<file path="src/rtl/exe_operand_issue.sv">
// ID-stage operand issue: decodes the ID instruction, forwards operands from EXE/MEM,
// stalls on load-use hazards and holds the ID/EXE pipeline register feeding the ALU.
module exe_operand_issue (
    input  logic        clk,
    input  logic        rst,
    input  logic [31:0] inst,
    input  logic [31:0] qa,
    input  logic [31:0] qb,
    input  logic [31:0] exe_r,
    input  logic [4:0]  mrn,
    input  logic        mwreg,
    input  logic        mm2reg,
    input  logic [31:0] malu,
    input  logic [31:0] mmo,
    output logic        stall,
    output logic [31:0] ea,
    output logic [31:0] eb,
    output logic [3:0]  ealuc,
    output logic [4:0]  ern,
    output logic        ewreg,
    output logic        em2reg,
    output logic        ewmem,
    output logic [31:0] estore
);

    logic [5:0]  op;
    logic [5:0]  funct;
    logic [4:0]  rs;
    logic [4:0]  rt;
    logic [4:0]  rd;
    logic [4:0]  shamt;
    logic [15:0] imm;

    assign op    = inst[31:26];
    assign rs    = inst[25:21];
    assign rt    = inst[20:16];
    assign rd    = inst[15:11];
    assign shamt = inst[10:6];
    assign funct = inst[5:0];
    assign imm   = inst[15:0];

    logic       valid;
    logic       is_rtype;
    logic       is_shift;
    logic       sext;
    logic       wreg;
    logic       m2reg;
    logic       wmem;
    logic       uses_rs;
    logic       uses_rt;
    logic [3:0] aluc;

    always_comb begin
        valid    = 1'b0;
        is_rtype = 1'b0;
        is_shift = 1'b0;
        sext     = 1'b0;
        wreg     = 1'b0;
        m2reg    = 1'b0;
        wmem     = 1'b0;
        uses_rs  = 1'b0;
        uses_rt  = 1'b0;
        aluc     = 4'b0000;
        if (op == 6'b000000) begin
            is_rtype = 1'b1;
            valid    = 1'b1;
            wreg     = 1'b1;
            uses_rs  = 1'b1;
            uses_rt  = 1'b1;
            case (funct)
                6'b100000: aluc = 4'b0000;
                6'b100010: aluc = 4'b0100;
                6'b100100: aluc = 4'b0001;
                6'b100101: aluc = 4'b0101;
                6'b100110: aluc = 4'b0010;
                6'b000000: begin aluc = 4'b0011; is_shift = 1'b1; uses_rs = 1'b0; end
                6'b000010: begin aluc = 4'b0111; is_shift = 1'b1; uses_rs = 1'b0; end
                6'b000011: begin aluc = 4'b1111; is_shift = 1'b1; uses_rs = 1'b0; end
                default: begin
                    valid   = 1'b0;
                    wreg    = 1'b0;
                    uses_rs = 1'b0;
                    uses_rt = 1'b0;
                end
            endcase
        end else begin
            case (op)
                6'b001000: begin valid = 1'b1; wreg = 1'b1; uses_rs = 1'b1; sext = 1'b1; aluc = 4'b0000; end
                6'b100011: begin valid = 1'b1; wreg = 1'b1; uses_rs = 1'b1; sext = 1'b1; m2reg = 1'b1; aluc = 4'b0000; end
                6'b001100: begin valid = 1'b1; wreg = 1'b1; uses_rs = 1'b1; aluc = 4'b0001; end
                6'b001101: begin valid = 1'b1; wreg = 1'b1; uses_rs = 1'b1; aluc = 4'b0101; end
                6'b001110: begin valid = 1'b1; wreg = 1'b1; uses_rs = 1'b1; aluc = 4'b0010; end
                6'b001111: begin valid = 1'b1; wreg = 1'b1; aluc = 4'b0110; end
                6'b101011: begin valid = 1'b1; wmem = 1'b1; uses_rs = 1'b1; uses_rt = 1'b1; sext = 1'b1; aluc = 4'b0000; end
                default: ;
            endcase
        end
    end

    logic [4:0]  dest;
    logic [31:0] imm_ext;
    logic [31:0] mem_val;
    logic        ex_hit_a;
    logic        ex_hit_b;
    logic        mem_hit_a;
    logic        mem_hit_b;
    logic [31:0] fa;
    logic [31:0] fb;

    assign dest    = is_rtype ? rd : rt;
    assign imm_ext = sext ? {{16{imm[15]}}, imm} : {16'b0, imm};
    assign mem_val = mm2reg ? mmo : malu;

    // A load in EXE has no result yet, so it is excluded here and handled by the stall.
    assign ex_hit_a  = ewreg && !em2reg && (ern != 5'd0) && (ern == rs);
    assign ex_hit_b  = ewreg && !em2reg && (ern != 5'd0) && (ern == rt);
    assign mem_hit_a = mwreg && (mrn != 5'd0) && (mrn == rs);
    assign mem_hit_b = mwreg && (mrn != 5'd0) && (mrn == rt);

    assign fa = ex_hit_a ? exe_r : (mem_hit_a ? mem_val : qa);
    assign fb = ex_hit_b ? exe_r : (mem_hit_b ? mem_val : qb);

    assign stall = ewreg && em2reg && (ern != 5'd0) &&
                   ((uses_rs && (ern == rs)) || (uses_rt && (ern == rt)));

    always_ff @(posedge clk or posedge rst) begin
        if (rst) begin
            ea     <= 32'd0;
            eb     <= 32'd0;
            ealuc  <= 4'd0;
            ern    <= 5'd0;
            ewreg  <= 1'b0;
            em2reg <= 1'b0;
            ewmem  <= 1'b0;
            estore <= 32'd0;
        end else if (stall || !valid) begin
            ea     <= 32'd0;
            eb     <= 32'd0;
            ealuc  <= 4'd0;
            ern    <= 5'd0;
            ewreg  <= 1'b0;
            em2reg <= 1'b0;
            ewmem  <= 1'b0;
            estore <= 32'd0;
        end else begin
            ea     <= is_shift ? {27'd0, shamt} : fa;
            eb     <= is_rtype ? fb : imm_ext;
            ealuc  <= aluc;
            ern    <= wmem ? 5'd0 : dest;
            ewreg  <= wreg && (dest != 5'd0);
            em2reg <= m2reg;
            ewmem  <= wmem;
            estore <= fb;
        end
    end

endmodule
</file>
<file path="config.mk">
export PLATFORM = sky130hd
export DESIGN_NAME = exe_operand_issue
export DESIGN_NICKNAME = d
export VERILOG_FILES = /design/src/rtl/exe_operand_issue.sv
export SDC_FILE = /design/constraint.sdc
export NUM_CORES = 1
export LEC_CHECK = 0
export ABC_CLOCK_PERIOD_IN_PS = 8950
export BUFFER_PORTS_ARGS = -buffer_cell sky130_fd_sc_hd__clkbuf_2
export CAP_MARGIN = 20
export CORE_AREA = 5 5 121 123
export DETAILED_ROUTE_END_ITERATION = 16
export DIE_AREA = 0 0 126 128
export GPL_ROUTABILITY_DRIVEN = 1
export GPL_TIMING_DRIVEN = 0
export HOLD_SLACK_MARGIN = 0.08
export PLACE_DENSITY = 0.94
export SYNTH_ARGS = -nofsm -noshare
export SYNTH_HDL_FRONTEND = slang
export SYNTH_SLANG_ARGS = --single-unit
</file>
<file path="constraint.sdc">
create_clock -name clk -period 8.95 [get_ports clk]
set_input_delay 1.79 -clock clk [delete_from_list [all_inputs] [get_ports clk]]
set_output_delay 1.79 -clock clk [all_outputs]
set_load 0.05 [all_outputs]
</file>
Word level (Yosys, flattened, before mapping)

Index checks and enable logic that the tools add are counted.

$add $sub $neg: 0
$mul: 0
Div/mod/pow operators: 0
Order comparisons: 0
Equality and inequality tests: 18
Shift-type cells: 0
Muxes and demuxes: 39
Bitwise gates (word level): 0
Reductions and logical operators: 29

Operator list:

| operator                                             | number |
|---|---|
| two-way mux 32 bit                                   | 11 |
| equality test 6 bit (second input constant)          | 7 |
| equality test 6 x 4 -> 1 bit (second input constant) | 5 |
| case mux 4 bit (7 select lines)                      | 1 |
| two-way mux 1 bit                                    | 21 |
| equality test 5 bit                                  | 4 |
| two-way mux 5 bit                                    | 3 |
| nonzero test 5 bit                                   | 3 |
| logical AND 1 bit                                    | 13 |
| equality test 6 x 2 -> 1 bit (second input constant) | 2 |
| zero test 6 bit                                      | 2 |
| case mux 3 bit (4 select lines)                      | 1 |
| OR reduction 6 bit                                   | 2 |
| two-way mux 4 bit                                    | 2 |
| OR reduction 8 bit                                   | 1 |
| OR reduction 7 bit                                   | 1 |
| OR reduction 3 bit                                   | 2 |
| OR reduction 5 bit                                   | 1 |
| zero test 1 bit                                      | 2 |
| logical OR 1 bit                                     | 2 |

Bits in registers: 108
Latch bits: 0
RAM bits: 0
ROM bits: 0
Logic and storage cells: 94
Memories kept: 0

Logic depth before layout (Yosys ltp)

Depth after elaboration: 9
Depth in mapped cells: 9

Least setup slack after synthesis

OpenSTA, ideal clock, no wires.

Path kind: input port to output port
Start point: in inst[1]
End point: out stall
Data arrival time: 4.066 ns
Required time: 7.160 ns
Path slack: 3.094 ns
Stages on the path: 5
Path through: clkbuf_1 -> nand2b_1 -> a2111oi_0 -> o22ai_2 -> o32ai_1

Word-level cells in the longest chain between the ends: 7
Elaborated cells between the ends (all ways): 18

Ends and longest elaborated chain:

| item                                                                      | RTL line | text |
|---|---|---|
| start: declaration                                                        | 6        | `input logic [31:0] inst,` |
| equality test 6 x 2 -> 1 bit (tied with other cells)                      | 70       | `case (funct)` |
| OR reduction 8 bit (no source line) or OR reduction 5 bit (tied branches) | -        |  |
| two-way mux 1 bit                                                         | 70       |  |
| two-way mux 1 bit                                                         | 64       | `if (op == 6'b000000) begin` |
| logical AND 1 bit                                                         | 124      | `((uses_rs && (ern == rs)) \|\| (uses_rt && (ern == rt)));` |
| logical OR 1 bit (*)                                                      | 124      |  |
| logical AND 1 bit (*)                                                     | 123      | `assign stall = ewreg && em2reg && (ern != 5'd0) &&` |
| end: declaration                                                          | 15       | `output logic stall,` |

Every way passes the cells marked *; elsewhere a longest branch is shown, timed or not.

Worst setup path after layout

Same ends and word-level chain as after synthesis.

==> flow_metrics.env <==
export IMPL_place_gp_congestion=0.9641
export IMPL_fin_crit_sh=0.6224
export IMPL_r2r_end="ea[1]"
export IMPL_p_int_mw=0.8137
export IMPL_track_usage=0.3252
export IMPL_leakagePower_nw=4.175
export IMPL_drv_slew=0
export IMPL_syn_nets=941
export IMPL_critical_path_peak_fanout=9
export IMPL_wl_per_cell_um=22.02
export IMPL_num_io_pins=310
export IMPL_drt_initial_drc_count=723
export IMPL_reg2regPathDepth=7
export IMPL_avgSynthCellArea_um2=9.271
export IMPL_arrival_ns=3.78
export IMPL_overflow=0
export IMPL_cts_setup_buffers=0
export IMPL_die_w_um=126
export IMPL_worstSetupEndpointType="primary output"
export IMPL_crit_required_ns=7.16
export IMPL_area_delta_synth_final_pct=30.55
export IMPL_p_per_area_nw_per_um2=135.1
export IMPL_grt_pass1_vias=7643
export IMPL_dr_pass1_iters=5
export IMPL_crit_type="in2out"
export IMPL_yosysUniqueCellTypes=49
export IMPL_hold_buffers=0
export IMPL_timing_setup_tns_ns=0
export IMPL_max_freq_mhz=179.5
export IMPL_synth_area_top_cells="dfrtp_1 39%, a211oi_2 5.3%, nand4_1 5.1%"
export IMPL_seqPwrFrac=0.417
export IMPL_antenna_found_initial=0
export IMPL_min_period_ns=5.571
export IMPL_cts_made_buffers=9
export IMPL_tritoncts="yes"
export IMPL_nFillCells=1115
export IMPL_yosysWarnings=0
export IMPL_nNetsFinal=1260
export IMPL_clockBufferDepth=2
export IMPL_layout_common_cells="307 x clkbuf_2, 108 x dfrtp_1, 59 x clkbuf_1"
export IMPL_tightest_slew_ns=0.7160
export IMPL_htreeDepth=3
export IMPL_grt_pass1_wl_um=40900
export IMPL_regToRegStartpoint="ern[1]"
export IMPL_start_kind="input pin"
export IMPL_final_common_cell="clkbuf_2"
export IMPL_pre_cts_ws_ns=3.423
export IMPL_path_clk_slew_ns=0.08
export IMPL_synthArstFlopShare=1.000
export IMPL_postRouteWirelength_um=27390
export IMPL_dp_hpwl_um=21970
export IMPL_die_area_um2=16130
export IMPL_drive_above_1_share=0.4220
export IMPL_start_util=0.5060
export IMPL_netlist_area_leader_share=0.3939
export IMPL_postCtsResizedCells=0
export IMPL_io_buffer_count=306
export IMPL_synthFlopType="dfrtp_1"
export IMPL_worstSetupEndpoint="stall"
export IMPL_min_path_cells=4
export IMPL_ys_seq_area_frac=0.3939
export IMPL_status="completed"
export IMPL_ir_drop_uv=76.49
export IMPL_die_h_um=128
export IMPL_multi_input_area_um2=3635
export IMPL_fin_ws_ns=3.379
export IMPL_num_vias=7795
export IMPL_regArea_um2=2703
export IMPL_setup_viol=0
export IMPL_syn_area_um2=6860
export IMPL_hold_class="reg2reg"
export IMPL_core_um2=13560
export IMPL_combPwrFrac=0.240
export IMPL_cap_violations=0
export IMPL_rsz0062_at_grt="no"
export IMPL_row_count=43
export IMPL_synth_seq_cells=108
export IMPL_grt_max_degree=58
export IMPL_clkSinkCount=108
export IMPL_via_per_inst=6.266
export IMPL_insertion_delay_ns=0.35
export IMPL_synth_top_area_cell="dfrtp_1"
export IMPL_num_antenna_cells=0
export IMPL_root_buffer="clkbuf_16"
export IMPL_synth_edff_count=0
export IMPL_ant_nets=0
export IMPL_fin_skew_ns=0.01163
export IMPL_r2r_setup_slack_ns=5.89
export IMPL_synthCells=740
export IMPL_slew_headroom=0.5227
export IMPL_clkPwrFrac=0.343
export IMPL_drc=0
export IMPL_startpoint="inst[1]"
export IMPL_hold_viol=0
export IMPL_p_sw_frac=0.3276
export IMPL_power_switching_mw=0.3964
==> sequential cells by signal, summed over array words and instances (netlist names) <==
| signal | count |
|---|---|
| ea | 32 |
| ealuc | 4 |
| ewmem | 1 |
| ern | 5 |
| em2reg | 1 |
| eb | 32 |
| estore | 32 |
| ewreg | 1 |
==> critical path: stages <==
cell and delay, ns:
clkbuf_1 0.19, nand2b_1 0.21, a2111oi_0 0.50, o22ai_2 0.17, o32ai_1 0.54, clkbuf_2 0.37
==> cell type report <==
cell class	instances	area share
tap	180	0.02515
buffer	90	0.04331
timing repair buffer	308	0.1749
clock inverter	6	0.008103
sequential	108	0.3018
inverter	36	0.01537
multi-input combinational	506	0.4058
clock buffer	10	0.02557
==> cell usage after synthesis (all sizes together) (2+ instances only) <==
| cell | instances |
|---|---|
| o211ai | 27 |
| o21ai | 7 |
| a31o | 37 |
| mux2i | 32 |
| a2111oi | 16 |
| nand4 | 56 |
| nor4 | 47 |
| xnor2 | 13 |
| nand2b | 4 |
| a211oi | 45 |
| nand3 | 7 |
| nor2 | 32 |
| or4 | 9 |
| o21bai | 2 |
| or2 | 6 |
| mux2 | 5 |
| clkbuf | 59 |
| o32ai | 2 |
| o22ai | 2 |
| inv | 36 |
| dfrtp | 108 |
| and2 | 3 |
| o31ai | 3 |
| buf | 31 |
| or3 | 5 |
| a21oi | 4 |
| a311oi | 5 |
| a22oi | 3 |
| nand2 | 37 |
| a31oi | 32 |
| xor2 | 7 |
| nor3 | 50 |
| and3 | 3 |
==> cell families (layout without fill, tap and decap cells) <==
kind of cell,after synthesis,in the layout,synth area share
flops,108,108,0.3939
xor+xnor,20,20,0.02553
mux,37,37,0.05490
compound gates,189,189,0.2459
buf+inv,126,450,0.07624
simple gates,260,260,0.2035
==> power by group through the flow <==
stage | sequential [mW] | combinational (mW) | clock, mW
6_report | 0.505 | 0.291 | 0.415
5_1_grt | 0.506 | 0.307 | 0.432
4_1_cts | 0.505 | 0.285 | 0.416
3_5_place_dp | 0.514 | 0.283 | 0
3_3_place_gp | 0.514 | 0.277 | 0
2_1_floorplan | 0.557 | 0.127 | 0
==> metrics by stage <==
stage	power, mW	utilization	std cells	area, um^2	hold WS, ns
after floorplan	0.6831	-	740	6860	1.126
after global placement	0.7907	0.6356	1226	8617	0.9854
after detailed placement	0.7972	0.6383	1228	8655	1.004
after CTS	1.205	0.6606	1244	8956	1.034
after global routing	1.245	0.6606	1244	8956	1.092
final	1.210	0.6606	1244	8956	1.052
==> metal layers <==
layer | GRT usage | wire [um] | up-vias
li1 | - | - | 3486
met1 | 0.4060 | 10250 | 3650
met2 | 0.5268 | 12690 | 553
met3 | 0.09208 | 3131 | 106
met4 | 0.1476 | 1324 | 0
met5 | 0 | 0 | -
==> worst min path at each step <==
stage / slack (ns) / start / endpoint
after floorplan: 1.13 / ewreg / ea[31]
after global placement: 0.99 / em2reg / ern[0]
after detailed placement: 1.00 / em2reg / ern[4]
after CTS: 1.03 / em2reg / ern[4]
after global routing: 1.09 / em2reg / ern[1]
final: 1.05 / em2reg / ern[3]
Note: power is estimated with default switching activity, not from simulation.
